==> src/rtl/clk_gen_pkg.sv <==
// Shared constants for the multi-channel clock/tick generator.
// Half-periods are counted in cycles of the 50 MHz board clock.
package clk_gen_pkg;

  localparam int unsigned CLK_HZ    = 50_000_000;
  localparam int unsigned CNT_W_DEF = 28;

  // Half-period in input cycles giving a 50% square wave at freq_hz.
  function automatic int unsigned hp_for(input int unsigned freq_hz);
    return CLK_HZ / (2 * freq_hz);
  endfunction

  localparam int unsigned HP_20HZ  = hp_for(20);
  localparam int unsigned HP_1KHZ  = hp_for(1_000);
  localparam int unsigned HP_20KHZ = hp_for(20_000);
  localparam int unsigned HP_1MHZ  = hp_for(1_000_000);

endpackage

==> src/rtl/clk_div_ch.sv <==
// One divider channel: shadow/active half-period, counter, divided clock and
// a one-cycle tick on each rising edge of the divided clock.
module clk_div_ch
  import clk_gen_pkg::*;
#(
  parameter int unsigned      CNT_W  = CNT_W_DEF,
  parameter logic [CNT_W-1:0] DEF_HP = CNT_W'(HP_1KHZ)
) (
  input  logic             clk,
  input  logic             rst_n,
  input  logic             i_wr,
  input  logic [CNT_W-1:0] i_wr_data,
  input  logic             i_en,
  input  logic             i_sync,
  output logic             o_clk,
  output logic             o_tick
);

  logic [CNT_W-1:0] r_shadow;
  logic [CNT_W-1:0] r_active;
  logic [CNT_W-1:0] r_cnt;
  logic             r_clk;
  logic             r_tick;

  logic [CNT_W-1:0] w_eff;
  logic [CNT_W-1:0] w_active_nxt;
  logic [CNT_W-1:0] w_cnt_nxt;
  logic             w_clk_nxt;
  logic             w_tick_nxt;
  logic             w_term;

  // A write landing this cycle is visible to any reload happening this cycle.
  assign w_eff  = i_wr ? i_wr_data : r_shadow;
  assign w_term = (r_active != '0) && (r_cnt == r_active - CNT_W'(1));

  // Restart (sync or disable) > stalled (zero half-period) > terminal > count.
  always_comb begin
    w_active_nxt = r_active;
    w_cnt_nxt    = r_cnt + CNT_W'(1);
    w_clk_nxt    = r_clk;
    w_tick_nxt   = 1'b0;
    if (i_sync || !i_en) begin
      w_active_nxt = w_eff;
      w_cnt_nxt    = '0;
      w_clk_nxt    = 1'b0;
    end else if (r_active == '0) begin
      w_cnt_nxt    = '0;
      w_clk_nxt    = 1'b0;
    end else if (w_term) begin
      w_active_nxt = w_eff;
      w_cnt_nxt    = '0;
      w_clk_nxt    = ~r_clk;
      w_tick_nxt   = ~r_clk;
    end
  end

  always_ff @(posedge clk or negedge rst_n) begin
    if (!rst_n) begin
      r_shadow <= DEF_HP;
      r_active <= DEF_HP;
      r_cnt    <= '0;
      r_clk    <= 1'b0;
      r_tick   <= 1'b0;
    end else begin
      r_shadow <= w_eff;
      r_active <= w_active_nxt;
      r_cnt    <= w_cnt_nxt;
      r_clk    <= w_clk_nxt;
      r_tick   <= w_tick_nxt;
    end
  end

  assign o_clk  = r_clk;
  assign o_tick = r_tick;

endmodule

==> src/rtl/clk_gen_multi.sv <==
// N-channel clock/tick generator: write-address decode plus one clk_div_ch
// per channel. Outputs are registered enables, not clocks.
module clk_gen_multi
  import clk_gen_pkg::*;
#(
  parameter int unsigned               NUM_CH = 4,
  parameter int unsigned               CNT_W  = CNT_W_DEF,
  parameter logic [NUM_CH*CNT_W-1:0]   DEF_HP = {CNT_W'(HP_1MHZ), CNT_W'(HP_1KHZ),
                                                 CNT_W'(HP_20KHZ), CNT_W'(HP_20HZ)},
  localparam int unsigned              AW     = (NUM_CH > 1) ? $clog2(NUM_CH) : 1
) (
  input  logic              Clk_50MHz,
  input  logic              nRst,
  input  logic              Wr_En,
  input  logic [AW-1:0]     Wr_Addr,
  input  logic [CNT_W-1:0]  Wr_Data,
  input  logic [NUM_CH-1:0] Ch_En,
  input  logic              Sync,
  output logic [NUM_CH-1:0] Clk_Out,
  output logic [NUM_CH-1:0] Tick
);

  for (genvar i = 0; i < NUM_CH; i++) begin : g_ch
    logic w_wr_sel;

    // Exact match per channel, so addresses >= NUM_CH select nothing.
    assign w_wr_sel = Wr_En && (Wr_Addr == AW'(i));

    clk_div_ch #(
      .CNT_W  (CNT_W),
      .DEF_HP (DEF_HP[i*CNT_W +: CNT_W])
    ) u_ch (
      .clk       (Clk_50MHz),
      .rst_n     (nRst),
      .i_wr      (w_wr_sel),
      .i_wr_data (Wr_Data),
      .i_en      (Ch_En[i]),
      .i_sync    (Sync),
      .o_clk     (Clk_Out[i]),
      .o_tick    (Tick[i])
    );
  end

endmodule
==> config.mk <==
export PLATFORM = sky130hd
export DESIGN_NAME = clk_gen_multi
export DESIGN_NICKNAME = d
export VERILOG_FILES = /design/src/rtl/clk_gen_pkg.sv /design/src/rtl/clk_div_ch.sv /design/src/rtl/clk_gen_multi.sv
export SDC_FILE = /design/constraint.sdc
export NUM_CORES = 1
export LEC_CHECK = 0
export ABC_AREA = 0
export BUFFER_PORTS_ARGS = -buffer_cell sky130_fd_sc_hd__buf_2
export CORE_UTILIZATION = 47
export DETAILED_ROUTE_END_ITERATION = 6
export GPL_TIMING_DRIVEN = 0
export HOLD_SLACK_MARGIN = 0.1
export PLACE_DENSITY = 0.71
export SLEW_MARGIN = 20
export SYNTH_ARGS = -nofsm -noshare
export SYNTH_HDL_FRONTEND = slang
export SYNTH_SLANG_ARGS = --single-unit
==> constraint.sdc <==
create_clock -name Clk_50MHz -period 4.6 [get_ports Clk_50MHz]
set_input_delay 0.23 -clock Clk_50MHz [delete_from_list [all_inputs] [get_ports Clk_50MHz]]
set_output_delay 0.23 -clock Clk_50MHz [all_outputs]
set_load 0.02 [all_outputs]
### Yosys cells after proc, flatten, opt, wreduce, memory -nomap -nowiden

Cells that the tools add are included.

| storage, ports and cells | value |
|---|---|
| flip-flop bits (word level) | 344 |
| bits in latches | 0 |
| RAM bits | 0 |
| memory bits (read-only) | 0 |
| output and inout port bits | 8 |
| memories | 0 |

| operators by class | value |
|---|---|
| add/sub/neg operators | 8 |
| $mul | 0 |
| divide/modulo/power cells | 0 |
| $lt $le $gt $ge | 0 |
| equality and inequality tests | 11 |
| shifts and indexed selects | 0 |
| multiplexer cells | 52 |
| bitwise logic cells | 4 |
| reductions and logical operators | 37 |

Operator list:

| operator | count |
|---|---|
| $mux W28 | 28 |
| $add A28 B1 Y28 const B | 4 |
| $eq A28 B28 Y1 | 4 |
| $logic_not A28 Y1 | 4 |
| $reduce_bool A28 Y1 | 4 |
| $sub A28 B1 Y28 const B | 4 |
| $mux W1 | 24 |
| $reduce_bool A3 Y1 | 4 |
| $logic_and A1 B1 Y1 | 8 |
| $ne A2 B1 Y1 const B | 4 |
| $reduce_and A2 Y1 | 4 |
| $reduce_bool A2 Y1 | 4 |
| $eq A2 B2 Y1 const B | 2 |
| $logic_not A1 Y1 | 4 |
| $logic_or A1 B1 Y1 | 4 |
| $not A1 Y1 | 4 |
| $eq A2 B1 Y1 const B | 1 |
| $logic_not A2 Y1 | 1 |

### Depth between registers and ports, before layout

| logic depth | value |
|---|---|
| word-level depth | 6 |
| mapped depth | 13 |
| gate-level depth less buffers | 10 |

### By module

A second synthesis with hierarchy kept.

| second synthesis, totals | value |
|---|---|
| cell total of the unflattened synthesis | 1708 |
| area, all modules | 19085.8 um^2 |

By module, submodules not included:

| module | instances | cells each | area an instance (um^2) | sequential area each (um^2) |
|---|---|---|---|---|
| clk_div_ch (g_ch[0].u_ch) | 1 | 424 | 4780.8 | 2172.1 |
| clk_div_ch (g_ch[1].u_ch) | 1 | 424 | 4773.3 | 2164.6 |
| clk_div_ch (g_ch[2].u_ch) | 1 | 428 | 4750.8 | 2167.1 |
| clk_div_ch (g_ch[3].u_ch) | 1 | 428 | 4743.3 | 2159.6 |
| clk_gen_multi | 1 | 4 | 37.5 | 0.0 |

### Worst setup path before layout

No wires, ideal clock.

| timing | value |
|---|---|
| kind | reg-to-reg |
| from | register g_ch[1].u_ch.r_active[13] |
| to | register g_ch[1].u_ch.r_active[11] |
| arrival time | 4.042 ns |
| slack | 0.432 ns |
| cell stages (with the launch flop) | 11 |
| buffers on the path | 2 |
| cell sequence | dfrtp_1 > buf_6 > or4_1 > or4_1 > nor4_2 > mux2i_1 > or4_1 > or4b_4 > o41ai_4 > buf_6 > mux2_4 |

| on the way | value |
|---|---|
| cells in the longest elaborated chain, start to end | 5 |
| elaborated cells between the ends (all ways) | 8 |
| classes of those cells | add/sub: 1; eq/ne: 2; reduce/logical: 5 |

RTL lines:

| what | line | source |
|---|---|---|
| from (decl) | clk_div_ch.sv:20 | `logic [CNT_W-1:0] r_active;` |
| from (signal assigned) | clk_div_ch.sv:66 | `r_active <= w_active_nxt;` |
| $sub A28 B1 Y28 | clk_div_ch.sv:34 | `assign w_term = (r_active != '0) && (r_cnt == r_active - CNT_W'(1));` |
| $eq A28 B28 Y1 | clk_div_ch.sv:34 |  |
| $logic_and A1 B1 Y1 | clk_div_ch.sv:34 |  |
| $reduce_bool A2 Y1 (no source line) | n/a |  |
| $reduce_and A2 Y1 (no source line) * | n/a |  |

Mark *: on every way between the ends. The rest lies on a longest branch, timed or not.
A chain may end at the register's enable or synchronous reset.

### Final worst setup path

| timing | value |
|---|---|
| from | register g_ch[2].u_ch.r_active[5] |
| to | register g_ch[2].u_ch.r_active[22] |

| on the way | value |
|---|---|
| cells in the longest elaborated chain, start to end | 5 |
| elaborated cells between the ends (all ways) | 8 |
| classes of those cells | add/sub: 1; eq/ne: 2; reduce/logical: 5 |

RTL lines:

| what | line |
|---|---|
| from (decl) | clk_div_ch.sv:20 |
| from (signal assigned) | clk_div_ch.sv:66 |
| $sub A28 B1 Y28 | clk_div_ch.sv:34 |
| $eq A28 B28 Y1 | clk_div_ch.sv:34 |
| $logic_and A1 B1 Y1 | clk_div_ch.sv:34 |
| $reduce_bool A2 Y1 (no source line) | n/a |
| $reduce_and A2 Y1 (no source line) * | n/a |

Marks and branches as above.

==> metrics.txt <==
Syn Nets=1815; number of nets in the layout=1935; dpl hpwl=33080 um; Mapped Area=18860 um^2; CP Capture Type=flop; CTS Buffer Depth=3; Synth-to-Final Area Change=14.07%; Initial Util=47.58%; Hold Crit Class=input pin to flop; crit share post-route=94.56%; proportion of synthesized area in mux cells=14.48%; DR pass1 iterations=6; Die X-Extent=202.3 um; Adder-Cell Fraction of Synth Area=0.7961%; Yosys reg bits=344; post-synthesis sequential area ratio=45.94%; Worst R2R Setup Slack=250 ps; Max Slew Vio Count=0; critical path type=flop to flop; ys flop type=dfrtp_1; total CTS buffers=37; maximum vdd drop=191.1 uV; most common cell after layout, fill and taps aside=dfrtp_1; Avg Cell Area, Syn=10.69 um^2; crit path max fanout=10; clk_lat worst skew=540 ps; Netlist cell types=78; Post-synth ARST share=100.0%; CTS sink cnt=344; Core Region=39640 um^2; CTS tree=done; Root Driver=clkbuf_16; fmax=229.9 MHz; simple-gate share of the synthesized area=19.80%; xor-xnor portion of the synthesized cell area=10.89%; first-pass GRT wire length=74750 um; DP Worst Slack=-698.0 ps; Fin. Hold Viols=0; I/O Pins=46; Setup violations, final=0; pwr dens=401.9 nW/um^2; Crit path arrival time=4770 ps; total grt overflow=0; r2r startpoint=g_ch[2].u_ch.r_active[5]; largest family of logic cells by synthesized area=simple AND/OR/NAND/NOR gates; Critical Path Start Type=flop; Clock Pin Slew Worst Setup and Hold Paths=60 ps; htree depth=2; Max Cap Viol=0; Synth Warn #=0; # rows=73; Detail Route Antenna Nets=0; most frequent cells in the layout=dfrtp_1, mux2_2, nor3_1; ant diodes=0; largest net degree at the start of global routing=103; Critical Path Sink=g_ch[2].u_ch.r_active[22]; drt wl/cell=18.81 um; Worst Path Required=5020 ps; gpl congestion=0.8981; routed via count=13.94k; Iter 0 DRT Violations=891; cell count after synthesis=1765; RSZ-0062 raised after global routing=false; Die Area=40930 um^2; total power=8.646 mW; Reg2Reg Depth=11; status=finished clean; vias in the first global route=13.90k; Worst-Margin Slew=973.2 ps; Filler cells=3428; initial antenna violation count=0; DR DRC count=0; Post-synth EDFFs=0; GRT Total Usage=22.86%; die height=202.3 um; Synth Area in Compound Gates=5.089%; Pleak=8.577 nW; I/O Buffers=45; Clock Skews=13.08 ps; Critical R2R Capture=g_ch[2].u_ch.r_active[22]; relative slew slack=34.52%; Period minus WS final=4350 ps; Setup WS post-layout=250.4 ps; routed wire length=45880 um; layout cells sized above 1=22.68%; Crit. Startpoint=g_ch[2].u_ch.r_active[5]; via/cell ratio=5.716
==> through the flow <==
| step | hold slack, ps | TNS, ps | instances | utilization (%) | cell area, um^2 |
|---|---|---|---|---|---|
| 2_1_floorplan | -65.59 | 0 | 1765 | - | 18860 |
| 3_3_place_gp | 463.3 | -1015740 | 2335 | 49.80 | 19740 |
| 3_5_place_dp | 289.0 | -34430 | 2338 | 50.10 | 19860 |
| 4_1_cts | 101.1 | 0 | 2432 | 54.01 | 21410 |
| 5_1_grt | 114.9 | 0 | 2439 | 54.27 | 21510 |
| 6_report | 136.8 | 0 | 2439 | 54.27 | 21510 |
==> cells by family (layout without fill, tap and decap cells) <==
kind of cell,after synthesis,in the layout
buffers and inverters,136,285
adder cells (fa/ha/maj),12,12
AO/OA/AOI/OAI,128,128
AND/OR/NAND/NOR,675,675
XOR/XNOR,233,233
flip-flops,344,344
multiplexers,237,237
==> power breakdown <==
part           switching, mW  leakage, nW  total (mW)  internal [mW]
logic                  0.926         3.70        1.76          0.829
registers              0.365         4.27        3.86           3.49
clock network           1.22        0.608        3.03           1.82
total                   2.51         8.58        8.65           6.14
==> synthesized netlist by cell type, types with 12 or more instances <==
master | instances | area (um^2)
dfrtp_1 | 300 | 7507
mux2_2 | 206 | 2320
nor3_1 | 124 | 620.6
xnor2_1 | 118 | 1033
xor2_1 | 114 | 998.5
nor2_1 | 111 | 416.7
clkbuf_1 | 77 | 289.0
nand3_1 | 74 | 370.4
nand2_1 | 72 | 270.3
nor4_1 | 51 | 319.1
dfstp_2 | 44 | 1156
inv_1 | 36 | 135.1
and3_1 | 34 | 212.7
nand4_1 | 33 | 206.5
or3_1 | 26 | 162.7
or4_1 | 22 | 165.2
mux2_4 | 20 | 300.3
nand2b_1 | 19 | 118.9
o21ai_0 | 17 | 85.08
nor2b_1 | 15 | 93.84
nor3b_1 | 15 | 112.6
a21oi_1 | 14 | 70.07
nor4b_1 | 13 | 113.9
a211oi_1 | 12 | 90.09
ha_1 | 12 | 150.1
==> how the worst min path moves through the flow <==
stage / from / to / slack, ps / cells past startpoint
4_1_cts: Wr_Data[25] / g_ch[0].u_ch.r_shadow[25] / 100 / 2
6_report: Wr_Data[3] / g_ch[0].u_ch.r_shadow[3] / 140 / 2
5_1_grt: Wr_Data[3] / g_ch[0].u_ch.r_shadow[3] / 110 / 2
3_5_place_dp: nRst / g_ch[3].u_ch.r_cnt[24] / 290 / 1
3_3_place_gp: g_ch[3].u_ch.o_clk / g_ch[3].u_ch.o_tick / 460 / 1
2_1_floorplan: nRst / g_ch[0].u_ch.o_clk / -70 / 0
==> layer usage <==
layer	track usage (%)	wire (um)	vias up	share of wire, %
li1	-	-	6621	-
met1	30.91	20790	6959	45
met2	37.76	22020	281	48
met3	2.870	1726	80	3.8
met4	8.083	1344	0	2.9
met5	0	0	-	0
==> state kept, by name, summed over array words and instances, names as in the netlist <==
signal,count
g_ch.u_ch.o_clk,4
g_ch.u_ch.o_tick,4
g_ch.u_ch.r_active,112
g_ch.u_ch.r_cnt,112
g_ch.u_ch.r_shadow,112
==> timing repair <==
action / CTS / global route
setup buffers: 0 / 6
setup endpoints to repair: 122 / 139
hold buffers: 26 / 2
pin swaps: 1 / 2
endpoints found under the hold margin: 152 / 4
gates resized for setup: 8 / 17
==> layout make-up <==
cell class | instances | area [um^2] | share of cell area, %
buffer | 99 | 442.9 | 2.059
inverter | 36 | 135.1 | 0.6281
sequential | 344 | 8663 | 40.27
multi-input combinational | 1285 | 9727 | 45.21
clock inverter | 8 | 100.1 | 0.4653
timing repair buffer | 82 | 643.1 | 2.989
tap | 525 | 656.9 | 3.053
clock buffer | 60 | 1145 | 5.322
==> critical path: stages (launching register included) <==
cell       delay, ps
dfstp_2          360
clkbuf_1         200
nor4_1           680
nand4_1          440
or2_2            410
or3_1            400
a2111oi_0        460
nand4_1          260
nand2_1          190
clkbuf_4         260
buf_4            210
mux2_2           350
Note: power is estimated with default switching activity, not from simulation.
